**src/rtl/mxint8_bd_seq.sv**
```systemverilog
// MXINT8 block sequencer: buffers one block of FP32 elements while tracking the
// shared E8M0 scale, then replays the block tagged with scale and position.
module mxint8_bd_seq #(
  parameter int unsigned BLOCK_SIZE = 32,
  parameter int unsigned IDX_W      = $clog2(BLOCK_SIZE)
) (
  input  logic              clk,
  input  logic              rst_n,
  input  logic [31:0]       in_fp32_i,
  input  logic              in_valid_i,
  input  logic              in_last_i,
  output logic              in_ready_o,
  output logic [31:0]       out_fp32_o,
  output logic [7:0]        out_scale_o,
  output logic [IDX_W-1:0]  out_idx_o,
  output logic              out_first_o,
  output logic              out_last_o,
  output logic              out_valid_o,
  input  logic              out_ready_i,
  output logic              nan_blk_o,
  output logic              busy_o
);

  localparam int unsigned DATA_W  = 32;
  localparam int unsigned SCALE_W = 8;
  localparam int unsigned LEN_W   = IDX_W + 1;
  localparam logic [IDX_W-1:0]   LAST_WIDX = IDX_W'(BLOCK_SIZE - 1);
  localparam logic [SCALE_W-1:0] SCALE_NAN = 8'hFF;

  typedef enum logic {S_FILL, S_DRAIN} state_t;

  state_t state_q, state_n;

  logic [DATA_W-1:0]  mem_q [BLOCK_SIZE];
  logic [IDX_W-1:0]   wcnt_q, wcnt_n;
  logic [IDX_W-1:0]   rcnt_q, rcnt_n;
  logic [IDX_W-1:0]   rcnt_inc;
  logic [LEN_W-1:0]   len_q, len_n;
  logic [SCALE_W-1:0] scale_q, scale_n;

  logic [SCALE_W-1:0] exp_fld, e_in, scale_upd;
  logic               in_hs, out_hs;

  logic               ready_n, valid_n, first_n, last_n, nan_n, busy_n;
  logic [DATA_W-1:0]  fp32_n;
  logic [SCALE_W-1:0] oscale_n;
  logic [IDX_W-1:0]   idx_n;

  assign in_hs    = in_valid_i && in_ready_o;
  assign out_hs   = out_valid_o && out_ready_i;
  assign rcnt_inc = rcnt_q + IDX_W'(1);

  // Effective exponent of the incoming element and the running block maximum.
  always_comb begin
    exp_fld = in_fp32_i[30:23];
    if (exp_fld == 8'hFF) begin
      e_in = 8'hFF;
    end else if (exp_fld == 8'h00) begin
      e_in = 8'h01;
    end else begin
      e_in = exp_fld;
    end
    scale_upd = (e_in > scale_q) ? e_in : scale_q;
  end

  always_ff @(posedge clk or negedge rst_n) begin
    if (!rst_n) begin
      state_q <= S_FILL;
    end else begin
      state_q <= state_n;
    end
  end

  // Next-state and next-output decode; output registers are loaded from here.
  always_comb begin
    state_n  = state_q;
    wcnt_n   = wcnt_q;
    rcnt_n   = rcnt_q;
    len_n    = len_q;
    scale_n  = scale_q;
    ready_n  = in_ready_o;
    valid_n  = out_valid_o;
    first_n  = out_first_o;
    last_n   = out_last_o;
    nan_n    = nan_blk_o;
    busy_n   = busy_o;
    fp32_n   = out_fp32_o;
    oscale_n = out_scale_o;
    idx_n    = out_idx_o;
    case (state_q)
      S_FILL: begin
        if (in_hs) begin
          wcnt_n  = wcnt_q + IDX_W'(1);
          scale_n = scale_upd;
          if ((wcnt_q == LAST_WIDX) || in_last_i) begin
            state_n  = S_DRAIN;
            len_n    = LEN_W'(wcnt_q) + LEN_W'(1);
            rcnt_n   = '0;
            wcnt_n   = '0;
            ready_n  = 1'b0;
            busy_n   = 1'b1;
            valid_n  = 1'b1;
            // A one-element block is still being written this cycle.
            fp32_n   = (wcnt_q == '0) ? in_fp32_i : mem_q[0];
            oscale_n = scale_upd;
            idx_n    = '0;
            first_n  = 1'b1;
            last_n   = (wcnt_q == '0);
            nan_n    = (scale_upd == SCALE_NAN);
          end
        end
      end
      S_DRAIN: begin
        if (out_hs) begin
          if (out_last_o) begin
            state_n  = S_FILL;
            wcnt_n   = '0;
            rcnt_n   = '0;
            scale_n  = '0;
            ready_n  = 1'b1;
            busy_n   = 1'b0;
            valid_n  = 1'b0;
            first_n  = 1'b0;
            last_n   = 1'b0;
            nan_n    = 1'b0;
            fp32_n   = '0;
            oscale_n = '0;
            idx_n    = '0;
          end else begin
            rcnt_n  = rcnt_inc;
            fp32_n  = mem_q[rcnt_inc];
            idx_n   = rcnt_inc;
            first_n = 1'b0;
            last_n  = ((LEN_W'(rcnt_q) + LEN_W'(2)) == len_q);
          end
        end
      end
      default: begin
        state_n = S_FILL;
      end
    endcase
  end

  always_ff @(posedge clk or negedge rst_n) begin
    if (!rst_n) begin
      wcnt_n_reg_reset();
    end else begin
      wcnt_q      <= wcnt_n;
      rcnt_q      <= rcnt_n;
      len_q       <= len_n;
      scale_q     <= scale_n;
      in_ready_o  <= ready_n;
      out_valid_o <= valid_n;
      out_first_o <= first_n;
      out_last_o  <= last_n;
      nan_blk_o   <= nan_n;
      busy_o      <= busy_n;
      out_fp32_o  <= fp32_n;
      out_scale_o <= oscale_n;
      out_idx_o   <= idx_n;
    end
  end

  task automatic wcnt_n_reg_reset();
    wcnt_q      <= '0;
    rcnt_q      <= '0;
    len_q       <= '0;
    scale_q     <= '0;
    in_ready_o  <= 1'b1;
    out_valid_o <= 1'b0;
    out_first_o <= 1'b0;
    out_last_o  <= 1'b0;
    nan_blk_o   <= 1'b0;
    busy_o      <= 1'b0;
    out_fp32_o  <= '0;
    out_scale_o <= '0;
    out_idx_o   <= '0;
  endtask

  // Element buffer; contents need no reset since len gates every read.
  always_ff @(posedge clk) begin
    if (in_hs) begin
      mem_q[wcnt_q] <= in_fp32_i;
    end
  end

endmodule

```
**config.mk**
```make
export PLATFORM = sky130hd
export DESIGN_NAME = mxint8_bd_seq
export DESIGN_NICKNAME = d
export VERILOG_FILES = /design/src/rtl/mxint8_bd_seq.sv
export SDC_FILE = /design/constraint.sdc
export NUM_CORES = 1
export LEC_CHECK = 0
export ABC_CLOCK_PERIOD_IN_PS = 2600
export CAP_MARGIN = 15
export CORE_AREA = 2 2 356 358
export DETAILED_ROUTE_END_ITERATION = 6
export DIE_AREA = 0 0 358 360
export SKIP_LAST_GASP = 1
export SLEW_MARGIN = 25
export SYNTH_ARGS = -nofsm -noshare
export SYNTH_HDL_FRONTEND = slang
export SYNTH_SLANG_ARGS = --single-unit
```
**constraint.sdc**
```tcl
create_clock -name clk -period 2.6 [get_ports clk]
set_input_delay 0.78 -clock clk [delete_from_list [all_inputs] [get_ports clk]]
set_output_delay 0.78 -clock clk [all_outputs]
set_load 0.02 [all_outputs]
```
* After elaboration in Yosys (flattened, before gate mapping)
Memory sizes are Yosys's and may differ from the RTL's.
Cells that the tools add are included.
** Operators by class
- Mux-type cells :: 53
- Add/sub/neg operators :: 4
- Bitwise logic cells :: 1
- $lt $le $gt $ge :: 1
- Eq/ne operators :: 8
- Reductions and logical operators :: 9
** Operator list (count)
- $mux 32 :: 5
- $mux 8 :: 8
- $pmux 32 s2 :: 1
- $mux 5 :: 8
- $pmux 8 s2 :: 2
- $mux 1 :: 21
- $pmux 5 s2 :: 2
- $eq 8x8->1 const B :: 2
- $pmux 1 s2 :: 6
- $add 5x1->5 const B :: 2
- $reduce_and 3->1 :: 3
- $gt 8x8->1 :: 1
- $logic_not 8->1 :: 1
- $add 5x1->6 const B :: 1
- $add 5x2->6 const B :: 1
- $eq 6x6->1 :: 1
- $ne 2x2->1 const B :: 3
- $eq 5x5->1 const B :: 1
- $logic_not 5->1 :: 1
- $reduce_and 4->1 :: 1
- $logic_and 1x1->1 :: 2
- $ne 2x1->1 const B :: 1
- $logic_or 1x1->1 :: 1
- $not 1->1 :: 1
** Word-level totals
- Output and inout bits :: 51
- Input port bits :: 37
- Logic and storage cells :: 89
- Memories kept :: 1
- Register bits :: 70
- Memory bits (writable) :: 1024
** Memory list
- mem_q :: words 32, bits a word 32, read ports 2, clocked after memory_dff 0, wr ports 1, RTL line 34 : logic [DATA_W-1:0] mem_q [BLOCK_SIZE];

* Longest topological paths before layout
Gate-level depths: netlist of run 1.
- Depth after elaboration :: 9
- Gate-level depth with buffers :: 9
- Gate-level depth less buffers :: 8

* Worst setup path before layout of run 1
No wires, ideal clock.
- Kind :: reg2reg
- From :: reg wcnt_q[4]
- To :: mem mem_q[16][0], enable pin
- Cell stages (with the launch flop) :: 4
- Data arrival time :: 2.479 ns
- Clock period less this slack :: 2.900 ns
- Required time :: 2.179 ns
- Setup time :: 0.421 ns
- Path buffers :: 1
- Path slack :: -0.300 ns
- Cell sequence :: dfrtp_1 -> clkbuf_1 -> or3b_2 -> nor2_1
** RTL lines
- from (decl) :: RTL line 35 : logic [IDX_W-1:0] wcnt_q, wcnt_n;
- from (signal assigned) :: RTL line 148 : wcnt_q <= wcnt_n;
- to (decl) :: RTL line 34
Straight into the memory's write port.

==> summary.md, run 1 <==
| Metric | Value |
|---|---|
| Status | `finished, final reports clean` |
| Slew HR | `51.6%` |
| WL/cell | `27.8 um` |
| RSZ-0062 raised after global routing | `true` |
| Clock root cell | `clkbuf_16` |
| Die outline height | `360 um` |
| Initial Utilization | `34.8%` |
| Pins Over Slew Limit | `0` |
| Internal Power | `28.3 mW` |
| Crit start category | `flop` |
| Period utilization | `98.7%` |
| Core footprint | `0.125 mm^2` |
| TritonCTS buffer count | `109` |
| Worst Path Max Fanout | `40` |
| Fill cells | `10800` |
| First-pass GRT wire length | `165000 um` |
| Cells after synthesis | `2080` |
| Rows | `130` |
| Pin count of the biggest net entering global routing | `47` |
| Seq pwr share | `54.4%` |
| Worst skew pair latency | `0.69 ns` |
| Leak | `17.0 nW` |
| Clk pin slew, worst setup/hold paths | `0.06 ns` |
| Post-layout util | `41.8%` |
| Mean area per synthesized cell | `20.9 um^2` |
| Layout cells sized above 1 | `29.0%` |
| Number of synthesized flops with an enable pin | `1024` |
| Synthesis-to-layout area growth | `20.3%` |
| 1st-iter DRT viols | `2846` |
| CP endpoint kind | `primary output` |
| Port bufs | `87` |
| Clock power share | `44.3%` |
| Post-synth top flop | `edfxtp_1` |
| DR vias | `22600` |
| Max Cap Violations | `0` |
| Peak supply drop | `0.541 mV` |
| Hold WS | `0.411 ns` |
| Final min period | `2.57 ns` |
| Synthesis-stage register bit count | `1094` |
| Vias/cell | `5.48` |
| Crit path to | `out_idx_o[0]` |
| Worst R2R Path Depth | `6` |
| H-tree depth | `3` |
| Final GP Congestion | `0.802` |
| Hold Vio Cnt, Final | `0` |
| Worst EP arrival | `1.79 ns` |
| CTS tree | `yes` |
| Setup violators final | `0` |
| Seq/Total Area, Yosys | `74.8%` |
| Worst reg2reg setup slack | `0.16 ns` |
| Net switching power | `7.02 mW` |
| Die area | `0.129 mm^2` |
| Post-DP HPWL | `68100 um` |
| Worst flop-to-flop path startpoint | `rcnt_q[0]` |
| Critical Path RT | `1.82 ns` |
| Worst-case clock skew | `0.0291 ns` |
| Fmax | `390 MHz` |
| Antenna violations before repair | `3` |
| Setup tns final | `0 ns` |
| CTS max path bufs | `3` |
| Vias in the first global route | `23000` |
| GRT overflow | `0` |
| Syn_nets | `2132` |
| Power Density | `676 mW/mm^2` |
| DRC Markers | `0` |
| Pre-antenna DRT Iters | `6` |
| Post-Syn Area | `0.0435 mm^2` |
| Fin nets | `2423` |
| Sink Count | `1094` |
| Crit path launch | `rcnt_q[0]` |
| Switching share of power | `19.9%` |
| Part of the power in combinational logic | `1.2%` |
| Post-synth cell types | `51` |
| Ys Warns | `0` |
| Post-DRT Antenna Nets | `0` |
| Commonest cells after routing, fill and taps aside | `edfxtp_1 (1024), mux4_2 (257), mux2i_1 (159)` |
| DRT Wirelength | `115000 um` |
| Die Wd | `358 um` |
| Total GRT Usage | `17.7%` |
| Slew @ Worst Pin | `0.725 ns` |
| # IOs | `88` |
| Async SR Flop Fraction | `6.40%` |
| Min-delay worst type | `in2async` |
| Critical path class | `reg2out` |
| Commonest non-fill, non-tap cell in the layout | `edfxtp_1` |
| RR Endpoint | `out_fp32_o[31]` |
## routing by layer
metal  part of all wire (%)  track usage (%)
met1                     42             25.3
met2                     48             28.5
met3                    7.9             2.91
met4                    2.1             4.17
met5                      0                0
## power groups by stage
stage | registers (mW) | logic (mW) | clock network, mW
CTS | 19.2 | 0.442 | 15.9
detailed placement | 19.6 | 0.440 | 0
floorplan | 19.6 | 0.0294 | 0
global route | 19.2 | 0.480 | 16.6
finish | 19.2 | 0.435 | 15.7
global placement | 19.6 | 0.409 | 0
## worst min path at each step
stage | endpoint | cells past startpoint
detailed placement | out_first_o | 2
finish | state_q | 2
floorplan | len_q[1] | 2
global placement | out_first_o | 2
global route | state_q | 2
CTS | state_q | 2
## worst max-delay path: stages, from the launching register on
cell and delay, ns:
dfrtp_4 0.44, buf_12 0.15, buf_16 0.28, clkbuf_2 0.24
## area by class of cell
class                           count  area [um^2]  area share (%)
Antenna cell                        1         2.50         0.00479
Clock buffer                      138         2920            5.58
Clock inverter                     67          662            1.27
Inverter                           18         67.6           0.129
Multi-Input combinational cell    845        10500            20.2
Sequential cell                  1094        32500            62.2
Tap cell                         1650         2060            3.95
Timing Repair Buffer              303         3510            6.71
## registers in the layout, summed over array words and instances, names as in the netlist, 5 cells and up
signal / count
mem_q: 1024
out_fp32_o: 32
out_scale_o: 8
scale_q: 8
len_q: 6
rcnt_q: 5
wcnt_q: 5
## timing repair
item | CTS | global route
buffers inserted | 0 | 1
endpoints found under the hold margin | 2 | 0
hold buffers | 1 | 0
resized for setup | 31 | 8
setup endpoints to repair | 29 | 15
pin swaps | 0 | 1
## stage by stage
step / instance area [um^2] / cells / setup WS, ns / total power [mW]
detailed placement: 48700 / 3908 / -0.707 / 20.1
global placement: 48700 / 3908 / -0.592 / 20.0
finish: 52300 / 4116 / 0.0328 / 35.4
global route: 52300 / 4115 / -0.0701 / 36.3
CTS: 52300 / 4114 / -0.198 / 35.6
floorplan: 43500 / 2080 / -0.300 / 19.6
## synthesized netlist by cell type (8+ instances only)
library cell     n  area (um^2)
xor2_1           8         70.1
inv_1           18         67.6
nor2_1          73          274
o311ai_0         8         70.1
o221ai_1        31          272
mux2i_1        159         1590
edfxtp_1      1024        30700
buf_2           33          165
dfrtp_1         69         1730
o21ai_0         46          230
mux2_2          31          349
mux4_2         257         5790
o211ai_1        36          270
o22a_1          31          272
o32ai_1          8         70.1
clkbuf_1        45          169
nand2_1         66          248
ha_1            15          188
nand3_1         15         75.1
buf_4           30          225
## logic make-up (layout without fill, tap and decap cells)
group | after synthesis | count (layout) | share of synthesized area, %
flip-flops | 1094 | 1094 | 74.8
adder cells (fa/ha/maj) | 15 | 15 | 0.432
AO/OA/AOI/OAI | 185 | 185 | 3.18
other | 0 | 1 | 0
buffers and inverters | 141 | 526 | 1.70
AND/OR/NAND/NOR | 186 | 186 | 1.86
multiplexers | 447 | 447 | 17.8
XOR/XNOR | 12 | 12 | 0.259
Power figures use the tool's default switching activity.
==> inputs of run 2 (changes only) <==
ABC_CLOCK_PERIOD_IN_PS = 2850   (was 2600)
clock period = 2.85 ns   (was 2.6 ns; I/O delays follow)
==> summary.md, run 2 (synthesis results as in run 1) <==
| Metric | Value |
|---|---|
| Switching share of power | `19.9%` |
| Max Cap Violations | `0` |
| Highest-delay cell along the critical path | `clkdlybuf4s50_1` |
| Internal Power | `25.5 mW` |
| Leak | `16.6 nW` |
| Post-DP HPWL | `67700 um` |
| H-tree depth | `3` |
| Final GP Congestion | `0.790` |
| Worst skew pair latency | `0.69 ns` |
| Worst Path Buf+Inv | `1` |
| Net switching power | `6.33 mW` |
| DRC Markers | `0` |
| Post-CTS setup buffer count | `0` |
| Critical Path RT | `2.00 ns` |
| Port bufs | `87` |
| Pin count of the biggest net entering global routing | `68` |
| Worst Path Max Fanout | `8` |
| Hold WS | `0.102 ns` |
| Sink Count | `1094` |
| Critical path class | `reg2out` |
| Vias in the first global route | `23000` |
| Sequential cell area | `0.0325 mm^2` |
| DR vias | `22500` |
| CP max stage delay | `0.64 ns` |
| Post-layout util | `41.6%` |
| Largest register FFs | `1024` |
| Commonest non-fill, non-tap cell in the layout | `edfxtp_1` |
| Clock root cell | `clkbuf_16` |
| CP endpoint kind | `primary output` |
| CTS tree | `yes` |
| Post-Layout Cell Count | `4080` |
| Worst EP arrival | `1.95 ns` |
| GRT overflow | `0` |
| Pre-antenna DRT Iters | `5` |
| Power Density | `614 mW/mm^2` |
| DRT Wirelength | `116000 um` |
| CP cell instances | `clkdlybuf4s50_1` |
| Die Wd | `358 um` |
| Placed Area | `0.0485 mm^2` |
| Status | `finished, final reports clean` |
| Min-delay worst type | `in2async` |
| Multi-input gate area | `0.0105 mm^2` |
| Diodes inserted | `0` |
| First-pass GRT wire length | `166000 um` |
| Synthesis-to-layout area growth | `19.5%` |
| Peak supply drop | `0.497 mV` |
| Slew @ Worst Pin | `0.833 ns` |
| Die outline height | `360 um` |
| Die area | `0.129 mm^2` |
| WL/cell | `28.4 um` |
| Setup violators final | `0` |
| Seq pwr share | `55.1%` |
| Clk pin slew, worst setup/hold paths | `0.07 ns` |
| Commonest cells after routing, fill and taps aside | `edfxtp_1 (1024), mux4_2 (257), mux2i_1 (159)` |
| TritonCTS buffer count | `106` |
| RSZ-0062 raised after global routing | `false` |
| Fill cells | `10800` |
| CTS max path bufs | `3` |
| Rows | `130` |
| Final min period | `2.80 ns` |
| # IOs | `88` |
| Top flop regs | `mem_q (1024), out_fp32_o (32)` |
| Period utilization | `98.4%` |
| Design Area, Final | `0.0519 mm^2` |
| Initial Utilization | `34.8%` |
| Layout cells sized above 1 | `27.9%` |
| Vias/cell | `5.51` |
| Crit start category | `flop` |
| Clock power share | `43.7%` |
| Core footprint | `0.125 mm^2` |
| Antenna violations before repair | `2` |
| Largest Register | `mem_q` |
| Hold buffer count at cts | `0` |
| 1st-iter DRT viols | `2818` |
| Part of the power in combinational logic | `1.2%` |
| Delay-heaviest family, CP | `buffers and inverters` |
| Total GRT Usage | `17.9%` |
| Fmax | `357 MHz` |
| Pins Over Slew Limit | `0` |
| Hold Vio Cnt, Final | `0` |
| Placed Cells | `3881` |
| Setup tns final | `0 ns` |
| Slew HR | `44.5%` |
| Post-DRT Antenna Nets | `0` |
| Fin nets | `2391` |
| Worst-case clock skew | `0.0216 ns` |
run 2: cell count changes in the layout (fill, tap and decap cells not counted), sizes merged:
cell,change
diode,-1
clkinvlp,+1
clkinv,-8
buf,-28
clkdlybuf4s50,+29
dlygate4sd3,-1
dlygate4sd2,-25
bufinv,-1
clkbuf,+1
dlymetal6s2s,-3
run 2: path summary, 6_finish.rpt:
path                       startpoint            end  slack, ns  cells after the start
setup / recovery           in_ready_o     in_ready_o       0.05                      1
hold / removal                  rst_n     scale_q[1]       0.10                      1
setup reg to reg            rcnt_q[1]  out_fp32_o[2]       0.18                      7
hold reg to reg             nan_blk_o      nan_blk_o       0.50                      2
max in group asynchronous       rst_n      rcnt_q[0]       2.02                      2
min in group clk            nan_blk_o      nan_blk_o       0.50                      2
run 2: metal layers:
layer	vias up	GRT usage, %	wire, um
met3	170	3.76	9440
li1	9238	-	-
met4	0	4.29	2370
met5	-	0	0
met2	929	28.3	55100
met1	12100	25.4	48900
run 2: metrics by stage:
| step | setup WS, ns | power, mW |
|---|---|---|
| 2_1_floorplan | -0.0499 | 17.9 |
| 3_3_place_gp | -0.478 | 18.3 |
| 3_5_place_dp | -0.544 | 18.3 |
| 4_1_cts | 0.00819 | 32.1 |
| 5_1_grt | 0.000193 | 32.8 |
| 6_report | 0.0456 | 31.9 |
run 2: area by class of cell:
type	instances	share of cell area, %
sequential	1094	62.6
tap	1650	3.98
multi-input combinational	845	20.3
clock inverter	59	1.18
timing repair buffer	274	6.32
inverter	18	0.130
clock buffer	140	5.47
run 2: power groups by stage:
stage	clock [mW]	sequential [mW]	combinational, mW
after CTS	14.2	17.5	0.395
after floorplan	0	17.9	0.0268
after detailed placement	0	17.9	0.396
after global routing	14.8	17.5	0.429
final	13.9	17.6	0.391
after global placement	0	17.9	0.367
run 2: repair_timing:
| item | CTS | global route |
|---|---|---|
| cloned | 0 | 0 |
| setup endpoints to repair | 3 | 1 |
| pin swaps | 0 | 0 |
| gates resized for setup | 3 | 1 |
